--- src/rtl/cpu_mobo_bus.sv ---
// Single-word bus stage between the CPU function FSM and the motherboard memory port.
// Define CPU_MOBO_BUS_TIMEOUT_EN to add the BUSY timeout counter and err reporting.

`ifndef WORD_WIDTH
`define WORD_WIDTH 32
`endif

module cpu_mobo_bus #(
    parameter int WORD_WIDTH     = `WORD_WIDTH,
    parameter int ADDR_WIDTH     = 16,
    parameter int TIMEOUT_CYCLES = 255
) (
    input  logic                  clk,
    input  logic                  rst_n,
    input  logic [WORD_WIDTH-1:0] mobo_ctrl,
    input  logic [ADDR_WIDTH-1:0] cpu_addr,
    input  logic [WORD_WIDTH-1:0] cpu_wdata,
    output logic [WORD_WIDTH-1:0] mobo_stat,
    output logic [WORD_WIDTH-1:0] cpu_rdata,
    output logic                  mem_req,
    output logic                  mem_we,
    output logic [ADDR_WIDTH-1:0] mem_addr,
    output logic [WORD_WIDTH-1:0] mem_wdata,
    input  logic                  mem_ack,
    input  logic [WORD_WIDTH-1:0] mem_rdata
);

    // Handshake: mem_req is a level held from the cycle after the request is
    // sampled until the edge that sees the one-cycle mem_ack pulse; mem_ack
    // outside BUSY is ignored, and mem_rdata is only looked at with mem_ack.

    typedef enum logic [1:0] {
        ST_IDLE = 2'd0,
        ST_BUSY = 2'd1,
        ST_DONE = 2'd2
    } state_t;

    state_t state;
    state_t next_state;

    logic req;
    logic we;
    logic ack_hit;
    logic timeout_hit;
    logic busy_q;
    logic done_q;
    logic err_bit;

    assign req     = mobo_ctrl[0];
    assign we      = mobo_ctrl[1];
    assign ack_hit = (state == ST_BUSY) && mem_ack;

    logic unused_ctrl;
    assign unused_ctrl = ^mobo_ctrl[WORD_WIDTH-1:2];

`ifdef CPU_MOBO_BUS_TIMEOUT_EN
    localparam logic [15:0] TMO_LIMIT = 16'(TIMEOUT_CYCLES - 1);

    logic [15:0] tmo_cnt;
    logic        err_q;

    // Ack in the limit cycle takes priority, so the limit only fires without one.
    assign timeout_hit = (state == ST_BUSY) && !mem_ack && (tmo_cnt == TMO_LIMIT);

    always_ff @(posedge clk or negedge rst_n) begin
        if (!rst_n) begin
            tmo_cnt <= '0;
        end else if (state == ST_IDLE) begin
            tmo_cnt <= '0;
        end else if ((state == ST_BUSY) && !mem_ack && (tmo_cnt != 16'hFFFF)) begin
            tmo_cnt <= tmo_cnt + 16'd1;
        end
    end

    always_ff @(posedge clk or negedge rst_n) begin
        if (!rst_n) begin
            err_q <= 1'b0;
        end else begin
            err_q <= timeout_hit;
        end
    end

    assign err_bit = err_q;
`else
    logic [15:0] unused_timeout;
    assign unused_timeout = 16'(TIMEOUT_CYCLES);
    assign timeout_hit    = 1'b0;
    assign err_bit        = 1'b0;
`endif

    always_ff @(posedge clk or negedge rst_n) begin
        if (!rst_n) begin
            state <= ST_IDLE;
        end else begin
            state <= next_state;
        end
    end

    always_comb begin
        next_state = state;
        case (state)
            ST_IDLE: begin
                if (req) begin
                    next_state = ST_BUSY;
                end
            end
            ST_BUSY: begin
                if (mem_ack || timeout_hit) begin
                    next_state = ST_DONE;
                end
            end
            ST_DONE: begin
                next_state = ST_IDLE;
            end
            default: begin
                next_state = ST_IDLE;
            end
        endcase
    end

    // Status flops are loaded from next_state so they line up with the state register.
    always_ff @(posedge clk or negedge rst_n) begin
        if (!rst_n) begin
            busy_q <= 1'b0;
            done_q <= 1'b0;
        end else begin
            busy_q <= (next_state == ST_BUSY);
            done_q <= (next_state == ST_DONE);
        end
    end

    always_ff @(posedge clk or negedge rst_n) begin
        if (!rst_n) begin
            mem_we    <= 1'b0;
            mem_addr  <= '0;
            mem_wdata <= '0;
        end else if ((state == ST_IDLE) && req) begin
            mem_we    <= we;
            mem_addr  <= cpu_addr;
            mem_wdata <= cpu_wdata;
        end
    end

    always_ff @(posedge clk or negedge rst_n) begin
        if (!rst_n) begin
            cpu_rdata <= '0;
        end else if (ack_hit && !mem_we) begin
            cpu_rdata <= mem_rdata;
        end
    end

    assign mem_req   = busy_q;
    assign mobo_stat = {{(WORD_WIDTH-3){1'b0}}, err_bit, done_q, busy_q};

endmodule

--- config.mk ---
export PLATFORM = sky130hd
export DESIGN_NAME = cpu_mobo_bus
export DESIGN_NICKNAME = d
export VERILOG_FILES = /design/src/rtl/cpu_mobo_bus.sv
export SDC_FILE = /design/constraint.sdc
export NUM_CORES = 1
export LEC_CHECK = 0
export ABC_AREA = 1
export ABC_CLOCK_PERIOD_IN_PS = 1500
export BUFFER_PORTS_ARGS = -buffer_cell sky130_fd_sc_hd__clkbuf_2
export CAP_MARGIN = 20
export CORE_ASPECT_RATIO = 1.2
export CORE_MARGIN = 2
export CORE_UTILIZATION = 44
export CTS_BUF_LIST = sky130_fd_sc_hd__clkbuf_4 sky130_fd_sc_hd__clkbuf_8 sky130_fd_sc_hd__clkbuf_16
export CTS_CLUSTER_DIAMETER = 150
export CTS_CLUSTER_SIZE = 28
export DETAILED_ROUTE_END_ITERATION = 16
export GPL_ROUTABILITY_DRIVEN = 1
export GPL_TIMING_DRIVEN = 1
export PLACE_DENSITY = 0.85
export SKIP_CTS_REPAIR_TIMING = 1
export SLEW_MARGIN = 40
export SYNTH_ARGS = -nofsm -noshare
export SYNTH_HDL_FRONTEND = slang
export SYNTH_SLANG_ARGS = --single-unit
--- constraint.sdc ---
create_clock -name clk -period 1.5 [get_ports clk]
set_clock_uncertainty 0.05 [all_clocks]
set_input_delay 0.15 -clock clk [delete_from_list [all_inputs] [get_ports clk]]
set_output_delay 0.15 -clock clk [all_outputs]
set_load 0.02 [all_outputs]
==> results of run 1 <==
## path summary, 6_finish.rpt
check / start / to / cells past startpoint
hold reg to reg: cpu_rdata[23] / cpu_rdata[23] / 2
setup / recovery: state[0] / mem_addr[10] / 5
setup reg to reg: state[0] / mem_addr[10] / 5
min in group asynchronous: rst_n / cpu_rdata[23] / 2
max in group asynchronous: rst_n / mem_addr[5] / 3
hold / removal: mem_rdata[9] / cpu_rdata[9] / 3
## cells by family (layout without fill, tap and decap cells)
logic type | count (synthesis) | in the layout | synth area share (%)
compound gates | 51 | 51 | 11.1
other cells | 1 | 30 | 0.0950
simple gates | 150 | 151 | 17.3
flops | 85 | 85 | 53.9
buf+inv | 109 | 319 | 17.6
## metal layers
metal / wire (microns) / GRT usage [%] / vias to the layer above
met4: 144 / 7.47 / 0
met1: 3780 / 18.6 / 1633
li1: - / - / 1659
met5: 0 / 0 / -
met2: 5680 / 32.0 / 151
met3: 593 / 4.34 / 17
## flip-flops by register name, indices dropped and copies added (netlist names)
| register | flops |
|---|---|
| cpu_rdata | 32 |
| done_q | 1 |
| mem_addr | 16 |
| mem_req | 1 |
| mem_wdata | 32 |
| mem_we | 1 |
| state | 2 |
## metrics by stage
| stage | total power, mW | hold slack, ns | util, % | area [sq um] | setup slack [ns] |
|---|---|---|---|---|---|
| 2_1_floorplan | 6.83 | -0.196 | - | 4060 | 0.321 |
| 3_3_place_gp | 7.95 | 0.0482 | 53.8 | 4660 | 0.0960 |
| 3_5_place_dp | 8.12 | 0.0546 | 53.8 | 4660 | 0.0374 |
| 4_1_cts | 10.0 | -0.335 | 56.6 | 4900 | 0.0237 |
| 5_1_grt | 10.8 | 0.00145 | 65.2 | 5640 | 0.0417 |
| 6_report | 10.2 | -0.000317 | 65.2 | 5640 | 0.0945 |
## worst max-delay path, delay by kind of cell, from the launching register on
kind	cells	cell delay, ns
flops	1	0.47
buf+inv	2	0.41
compound gates	1	0.09
simple gates	2	0.26
## Yosys cell counts
master,number,area share [%]
clkbuf_8,1,0.35
conb_1,1,0.095
nand4_4,1,0.54
buf_6,19,5.4
nand4_1,32,5.1
buf_2,2,0.25
buf_8,1,0.38
nor2_1,2,0.19
nand2_1,113,11
inv_2,3,0.29
buf_4,32,6.1
o21ai_2,49,11
nand3_4,1,0.44
nor2_4,1,0.29
o21ai_0,2,0.25
dfrtp_1,85,54
inv_1,51,4.8
## power groups by stage
stage	registers (mW)	logic [mW]	clock network, mW
2_1_floorplan	5.00	1.84	0
3_3_place_gp	3.78	4.17	0
3_5_place_dp	3.85	4.28	0
4_1_cts	3.81	4.28	1.95
5_1_grt	3.94	4.83	2.04
6_report	3.82	4.48	1.89
## cell type report
class                      count  area, sq um  area share, %
sequential                    85         2130           37.7
timing repair buffer         249         1670           29.6
multi-input combinational    232         1250           22.2
inverter                      54          203           3.59
clock buffer                  13          179           3.17
tap                          117          146           2.59
clock inverter                 3         65.1           1.15
==> impl_summary.txt, run 1 <==
----------------------------------------------------
[Outcome]
  Result of the run ... finished with violations
  Violated checks ... hold timing

[Drt]
  Vias ... about 3.5k
  Count of nets left with antenna violations after detail routing ... 0
  Detail-routed via count per cell ... 4.59
  Number of optimization iterations in the first detailed-route pass ... 4
  Final routed DRC violation total ... 0
  1st-iter DRT viols ... between 100 and 150
  Final wirelength ... approximately 10 mm
  Detail-routed net length per standard cell ... between 10 and 15 microns

[Pwr]
  Switching power total ... 4.31 mW
  Combinational power share ... between 40% and 50%
  Static power due to leakage ... between 3 and 4 nW
  Total power per unit cell area ... approximately 1800 nW/um^2
  Fraction of power consumed by sequential logic ... 37.5%
  Internal power of the cells ... approximately 5.9 mW
  Part of the total power dissipated in the clock network ... 18.5%
  Peak ir drop on the vdd network ... 983 uV
  Switching share of power ... 42.3%

[Floorplan]
  Effective utilization at floorplan ... roughly 46%
  Horiz. Die Dim ... 90.5 microns
  Die outline height ... between 100 and 150 microns
  Count of pins on the block boundary ... between 200 and 250
  Total number of placement rows ... 37
  Die footprint ... between 9000 and 10000 sq um
  Core area ... around 8700 sq um

[Critical path]
  CP endpoint kind ... register
  Worst reg2reg setup slack ... 0.09 ns
  Highest-delay cell along the critical path ... dfrtp_1
  Crit-path max FO ... 69
  Cells along the critical path ... inv_2, nand3_4, buf_12, nand2_1, o21ai_2
  Stage delay of the slowest cell on the critical path ... 0.47 ns
  WP data arrival ... between 1.5 and 2 ns
  Critical path class ... register to register
  Startpoint type of the worst setup path ... register
  Req. time, crit path ... 1.72 ns

[Timing]
  Final number of hold-violating endpoints ... 1
  Final number of setup-violating endpoints ... 0
  Crit path time final ... 1.41 ns
  Portion of the clock cycle consumed by the worst path in the final layout ... around 94%
  Max-slew violation total from the final report ... 0
  Fmax ... 712 MHz
  Final worst hold slack ... -0.000317 ns
  Setup repair after global routing missed its margin ... false
  Setup TNS ... 0 ns

[Place]
  Final HPWL from detailed placement ... between 6 and 7 mm
  Placed cell count ... about 660
  Port buffer count ... about 170
  Weighted congestion at the end of routability-driven global placement ... between 0.7 and 0.8

[Cells and area]
  Commonest non-fill, non-tap cells in the layout ... 167 x clkbuf_2, 113 x nand2_1, 85 x dfrtp_1, 72 x dlygate4sd3_1, 51 x inv_1
  Ant diodes ... 0
  Layout overhead on the synthesized area ... 43.0%
  Filler-free cell count of the finished design ... around 750
  Total Nets Final ... 746
  Total of fill cells in the finished design ... ~660
  Ratio of cells with drive above 1 in the final layout ... about two fifths
  Most common cell after layout, fill and taps aside ... clkbuf_2

[Synthesis]
  Number of different library cells in the post-synthesis netlist ... 17
  Warnings from Yosys ... 0
  Mean Syn Cell Area ... 9.97 sq um
  Post-synth design cell area ... a little under 4000 sq um
  Flops & latches, synth ... 85
  Sequential cell area fraction in the yosys report ... between 50% and 60%
  Number of cells produced by synthesis ... just under 400

[Clock tree]
  Clock tree from TritonCTS ... done
  H-Tree Level Count ... 3
  Number of clock sinks ... 85
  Maximum count of clock buffers along a single path ... 2
  Clock slew at the register clock pins of the worst setup and hold paths ... 0.08 ns
  Number of clock buffers inserted by TritonCTS ... 9
  Root Buffer ... clkbuf_8
  Later-pin clock latency in the skew report ... roughly 0.34 ns

[Global route]
  Global-route wire length before repair ... 13.4 mm
  Combined global-route utilization of all metal layers ... around 17%
  Maximum number of pins on one net before global-route repair ... 70
  Remaining global-route overflow ... 0
  Number of global-route vias before repair ... 3030
  Number of antenna violations at the first check in global routing ... 0

[Min path]
  Min-delay worst type ... input port to register

[Flow run]
  Max Cap Violations ... 0

----------------------------------------------------
Power figures use the tool's default switching activity.
==> run 2, diff against run 1 <==
Settings changed: PLACE_DENSITY 0.85 to 0.82, SETUP_SLACK_MARGIN set to 0.4.
==> run 2 against run 1 <==
The run still ends with hold timing left; cell count increased by 4.4%; sequential power increased by 6.5%; global-route usage decreased by 0.091 points; via count increased by 8.9%; largest power group unchanged.
==> impl_summary.txt, run 2 (synthesis results as in run 1) <==
----------------------------------------------------
[Drt]
  1st-iter DRT viols ... between 150 and 200
  Vias ... 3767
  Final wirelength ... 12.6 mm
  Count of nets left with antenna violations after detail routing ... 0
  Detail-routed net length per standard cell ... 16.0 microns
  Detail-routed via count per cell ... ~4.8
  Final routed DRC violation total ... 0
  Number of optimization iterations in the first detailed-route pass ... 5

[Critical path]
  Startpoint type of the worst setup path ... register
  Cells along the critical path ... inv_4, nand3_4, buf_12, buf_12, nand2_1, o21ai_2
  Launching element of the worst setup path ... state[0]
  Critical path's most frequent cell ... buf_12
  Worst reg2reg setup slack ... ~0.22 ns
  Req. time, crit path ... 1.68 ns
  CP endpoint kind ... register
  Number of buffers and inverters on the critical path ... 3
  Crit-path max FO ... 15
  Highest-delay cell along the critical path ... dfrtp_2
  Family with the most delay on the worst path ... flip-flops
  Stage delay of the slowest cell on the critical path ... about 0.46 ns
  Critical path class ... register to register
  WP data arrival ... around 1.5 ns
  Start of the worst register-to-register path ... state[0]

[Cells and area]
  Layout overhead on the synthesized area ... 65.1%
  Most common cell after layout, fill and taps aside ... nand2_1
  Total Nets Final ... ~800
  Ant diodes ... 0
  Total of fill cells in the finished design ... approximately 500
  Registers with the highest flip-flop counts ... cpu_rdata x32, mem_wdata x32, mem_addr x16
  Ratio of cells with drive above 1 in the final layout ... ~45%
  Commonest non-fill, non-tap cells in the layout ... 111 x nand2_1, 86 x clkbuf_2, 82 x buf_6, 82 x dfrtp_1, 57 x dlygate4sd3_1

[Min path]
  Source of the worst hold timing path ... cpu_wdata[9]
  Min-delay worst type ... input port to register

[Floorplan]
  Total number of placement rows ... 37
  Die footprint ... roughly 9700 sq um
  Count of pins on the block boundary ... between 200 and 250
  Horiz. Die Dim ... ~90 microns
  Effective utilization at floorplan ... a little under half
  Die outline height ... about 110 microns
  Core area ... approximately 8700 sq um

[Flow run]
  Max Cap Violations ... 0

[Pwr]
  Total power per unit cell area ... about 1900 nW/um^2
  Fraction of power consumed by sequential logic ... about a third
  Switching share of power ... around 40%
  Internal power of the cells ... roughly 7.4 mW
  Combinational power share ... 54.5%
  Part of the total power dissipated in the clock network ... 12.4%
  Static power due to leakage ... between 3 and 4 nW
  Switching power total ... 4.92 mW
  Peak ir drop on the vdd network ... 958 uV

[Clock tree]
  Later-pin clock latency in the skew report ... between 0.3 and 0.4 ns
  Number of clock buffers inserted by TritonCTS ... 9
  Root Buffer ... clkbuf_8
  Clock tree from TritonCTS ... done
  H-Tree Level Count ... 3
  Number of clock sinks ... 85
  Maximum count of clock buffers along a single path ... 2
  Clock slew at the register clock pins of the worst setup and hold paths ... 0.08 ns

[Timing]
  Final worst hold slack ... -0.00609 ns
  Crit path time final ... ~1.3 ns
  Final number of setup-violating endpoints ... 0
  Setup repair after global routing missed its margin ... true
  Remaining max-slew budget at the tightest pin ... approximately two thirds
  Portion of the clock cycle consumed by the worst path in the final layout ... between 80% and 90%
  Setup TNS ... 0 ns
  Final setup margin ... between 0.2 and 0.25 ns
  Final number of hold-violating endpoints ... 4
  Max-slew violation total from the final report ... 0
  Worst Max-Slew Pin Slew ... 0.516 ns
  Fmax ... approximately 780 MHz

[Global route]
  Remaining global-route overflow ... 0
  Combined global-route utilization of all metal layers ... 17.2%
  Number of antenna violations at the first check in global routing ... 0
  Maximum number of pins on one net before global-route repair ... between 40 and 50
  Number of global-route vias before repair ... 2979
  Global-route wire length before repair ... about 13 mm

[Outcome]
  Violated checks ... hold timing
  Result of the run ... finished with violations

[Place]
  Worst slack at placement ... about 0.1 ns
  Port buffer count ... ~170
  Weighted congestion at the end of routability-driven global placement ... about 0.75
  Final HPWL from detailed placement ... approximately 6 mm

----------------------------------------------------
run 2: cell count changes in the layout (fill, tap and decap cells not counted), moves of 4 or more:
cell	change
buf_12	+4
buf_4	+34
buf_6	+82
clkbuf_16	+5
clkbuf_2	-81
clkbuf_8	-4
dlygate4sd3_1	-15
run 2: worst reg2reg max path, cell delays in order (launching register included):
cell and delay [ns]:
dfrtp_2 0.46, inv_4 0.10, nand3_4 0.08, buf_12 0.16
buf_12 0.16, nand2_1 0.09, o21ai_2 0.06
run 2: path summary, 6_finish.rpt:
check | to | cells past startpoint
max | mem_wdata[14] | 6
min | mem_wdata[9] | 3
max reg2reg | mem_wdata[14] | 6
min reg2reg | cpu_rdata[29] | 2
max in group asynchronous | mem_wdata[23] | 3
min in group asynchronous | cpu_rdata[24] | 2
run 2: metal layers:
metal | GRT usage [%] | share of wire (%) | vias up
li1 | - | - | 1738
met5 | 0 | 0 | -
met3 | 3.64 | 5.4 | 28
met2 | 29.5 | 56 | 181
met4 | 9.01 | 2.6 | 0
met1 | 20.2 | 36 | 1820
run 2: power groups by stage:
stage	Combinational [mW]	Sequential, mW	Clock [mW]
6_report	6.69	4.07	1.52
5_1_grt	7.08	4.16	1.65
4_1_cts	4.30	3.83	1.55
3_5_place_dp	4.30	3.86	0
3_3_place_gp	4.19	3.80	0
2_1_floorplan	1.85	5.00	0
run 2: final cells by class:
cell class | count | area (sq um) | area share, %
Clock buffer | 10 | 131 | 2.02
Tap cell | 117 | 146 | 2.25
Inverter | 54 | 218 | 3.34
Clock inverter | 3 | 40.0 | 0.614
Multi-Input combinational cell | 235 | 1320 | 20.3
Timing Repair Buffer | 282 | 2530 | 38.8
Sequential cell | 85 | 2130 | 32.7
run 2: metrics by stage:
step	cells	util [%]	instance area (sq um)	hold WS, ns	power [mW]
global placement	667	54.1	4680	0.0964	8.00
detailed placement	667	54.1	4680	0.104	8.16
finish	786	75.3	6520	-0.00609	12.3
floorplan	425	-	4070	-0.196	6.85
CTS	680	56.1	4860	-0.285	9.68
global route	786	75.3	6520	-0.00496	12.9
==> run 3, diff against run 2 <==
Settings changed: BUFFER_PORTS_ARGS -buffer_cell sky130_fd_sc_hd__clkbuf_2 to unset, CORE_AREA set to 2 2 87 89, CORE_ASPECT_RATIO 1.2 to unset, CORE_MARGIN 2 to unset, CORE_UTILIZATION 44 to unset, DIE_AREA set to 0 0 89 91, DONT_BUFFER_PORTS set to 1, HOLD_SLACK_MARGIN set to 0.12, PLACE_DENSITY 0.82 to 0.73, SKIP_CTS_REPAIR_TIMING 1 to unset.
==> run 3 against run 2 <==
Die area fell by 17%; count of clock-buffer cells in the layout rose by 3; sequential power rose by 30%; clock power rose by 22%; highest routed layer unchanged; the run still ends with hold timing left; via count fell by 21%; first-iteration DRC count fell by 37%; wire length fell by 17%; global-route usage rose by 6.2 points; register-to-register slack improved by 0.05 ns; design area fell by 19%.
==> impl_summary.txt, run 3 (synthesis results as in run 1) <==
----------------------------------------------------
[Pwr]
  Total power per unit cell area ... between 1500 and 2000 nW/um^2
  Internal power of the cells ... around 5.6 mW
  Switching power total ... roughly 4.3 mW
  Switching share of power ... a little over two fifths
  Combinational power share ... roughly 28%
  Total Power Consumption ... around 10 mW
  Part of the total power dissipated in the clock network ... between 10% and 20%
  Peak ir drop on the vdd network ... between 900 and 1000 uV
  Fraction of power consumed by sequential logic ... 53.6%
  Static power due to leakage ... ~2.7 nW

[Critical path]
  Startpoint type of the worst setup path ... register
  WP data arrival ... approximately 1.4 ns
  CP endpoint kind ... register
  Crit-path max FO ... 16
  Launching element of the worst setup path ... state[1]
  Start of the worst register-to-register path ... state[1]
  Req. time, crit path ... 1.67 ns
  Critical path class ... register to register

[Clock tree]
  Number of clock buffers inserted by TritonCTS ... 9
  Number of clock sinks ... 85
  Later-pin clock latency in the skew report ... between 0.3 and 0.4 ns
  H-Tree Level Count ... 3
  Root Buffer ... clkbuf_8
  Maximum count of clock buffers along a single path ... 2
  Clock tree from TritonCTS ... done
  Clock slew at the register clock pins of the worst setup and hold paths ... ~0.08 ns
  CTS Hold Buffers Added ... a little over 80

[Drt]
  Detail-routed via count per cell ... approximately 5.0
  Count of nets left with antenna violations after detail routing ... 0
  1st-iter DRT viols ... about 120
  Vias ... a little under 3k
  Detail-routed net length per standard cell ... around 18 microns
  Final routed DRC violation total ... 0
  Final wirelength ... 10.4 mm
  Number of optimization iterations in the first detailed-route pass ... 4

[Cells and area]
  Ant diodes ... 0
  Total Nets Final ... 602
  Most common cell after layout, fill and taps aside ... nand2_1
  Area of all placed cells without fillers ... between 5000 and 6000 sq um
  Total area of multi-input combinational cells ... between 1000 and 1500 sq um
  Filler-free cell count of the finished design ... about 590
  Registers with the highest flip-flop counts ... cpu_rdata x32, mem_wdata x32, mem_addr x16
  Layout overhead on the synthesized area ... 33.8%
  Total of fill cells in the finished design ... between 400 and 500
  Sequential cell area ... between 2000 and 2500 sq um
  Commonest non-fill, non-tap cells in the layout ... 94 x nand2_1, 83 x dfrtp_1, 82 x dlygate4sd3_1, 50 x o21ai_2, 50 x inv_1
  Ratio of cells with drive above 1 in the final layout ... about a quarter

[Timing]
  Fmax ... 814 MHz
  Portion of the clock cycle consumed by the worst path in the final layout ... roughly 80%
  Setup repair after global routing missed its margin ... true
  Final worst hold slack ... -0.559 ns
  Max-slew violation total from the final report ... 0
  Crit path time final ... 1.23 ns
  Final number of setup-violating endpoints ... 0
  Final number of hold-violating endpoints ... between 100 and 150
  Setup TNS ... 0 ns

[Global route]
  Number of global-route vias before repair ... just over 3k
  Global-route wire length before repair ... ~15 mm
  Number of antenna violations at the first check in global routing ... 0
  Remaining global-route overflow ... 0
  Combined global-route utilization of all metal layers ... between 20% and 30%
  Maximum number of pins on one net before global-route repair ... between 80 and 90

[Floorplan]
  Core area ... between 7000 and 8000 sq um
  Horiz. Die Dim ... ~90 microns
  Effective utilization at floorplan ... 55.3%
  Die footprint ... a little over 8000 sq um
  Total number of placement rows ... 31
  Die outline height ... ~91 microns
  Count of pins on the block boundary ... between 200 and 250

[Flow run]
  Max Cap Violations ... 0

[Place]
  Port buffer count ... 0
  Placed cell count ... around 480
  Final HPWL from detailed placement ... 5.09 mm
  Weighted congestion at the end of routability-driven global placement ... 0.688
  Placed inst area ... about 3800 sq um

[Outcome]
  Result of the run ... finished with violations
  Violated checks ... hold timing

[Min path]
  Min-delay worst type ... input port to asynchronous set/reset pin

----------------------------------------------------
[run 3: cell types whose count changed in the layout (fill, tap and decap cells not counted), moves of 8 or more]
cell           change
nand2_1           -17
dlygate4sd3_1     +25
buf_6             -77
nand2_4            +8
clkbuf_2          -86
buf_4             -37
nand2_2            +9
[run 3: metal layers]
layer  part of all wire [%]  up-vias  global-route usage (%)
li1                       -     1363                       -
met1                     38     1438                    26.9
met2                     52      161                    39.9
met3                    7.5       20                    6.09
met4                    2.4        0                    10.9
met5                      0        -                       0
[run 3: worst paths after layout]
kind | slack (ns) | depth (start not counted) | end
max in group asynchronous | 1.84 | 0 | mem_we
min in group clk | -0.15 | 1 | state[0]
worst min register to register | 0.57 | 2 | cpu_rdata[20]
worst max register to register | 0.27 | 6 | cpu_rdata[11]
worst max-delay path | 0.27 | 6 | cpu_rdata[11]
worst min-delay path | -0.56 | 0 | cpu_rdata[12]
[run 3: what timing repair did]
action / CTS / global route
pin swaps: 1 / 1
gates resized for setup: 15 / 36
gates cloned: 4 / 7
endpoints found under the hold margin: 170 / 119
setup buffers: 7 / 0
endpoints found under the setup margin: 84 / 85
[run 3: power groups by stage]
stage               clock network (mW)  logic (mW)  registers [mW]
floorplan                            0        1.85            5.00
global placement                     0        1.72            5.23
detailed placement                   0        1.83            5.25
CTS                               1.89        2.33            5.22
global route                      1.98        3.01            5.42
finish                            1.85        2.73            5.31
[run 3: cell type report]
cell class | instances | area share (%)
flip-flops and latches | 85 | 40.3
inverters | 54 | 3.98
well taps | 99 | 2.35
clock buffers | 13 | 3.15
clock inverters | 3 | 1.28
multi-input cells | 231 | 25.1
repair buffers | 106 | 23.8
[run 3: worst max-delay path, stage by stage, from the launching register on]
cell	delay [ns]
dfrtp_1	0.40
inv_2	0.09
buf_4	0.12
nand4_4	0.12
buf_12	0.19
nand2_1	0.06
nand2_1	0.08
[run 3: through the flow]
stage / utilization, % / worst slack, ns
floorplan: - / 0.385
global placement: 52.7 / 0.236
detailed placement: 52.7 / 0.201
CTS: 70.5 / 0.332
global route: 74.0 / 0.212
finish: 74.0 / 0.272
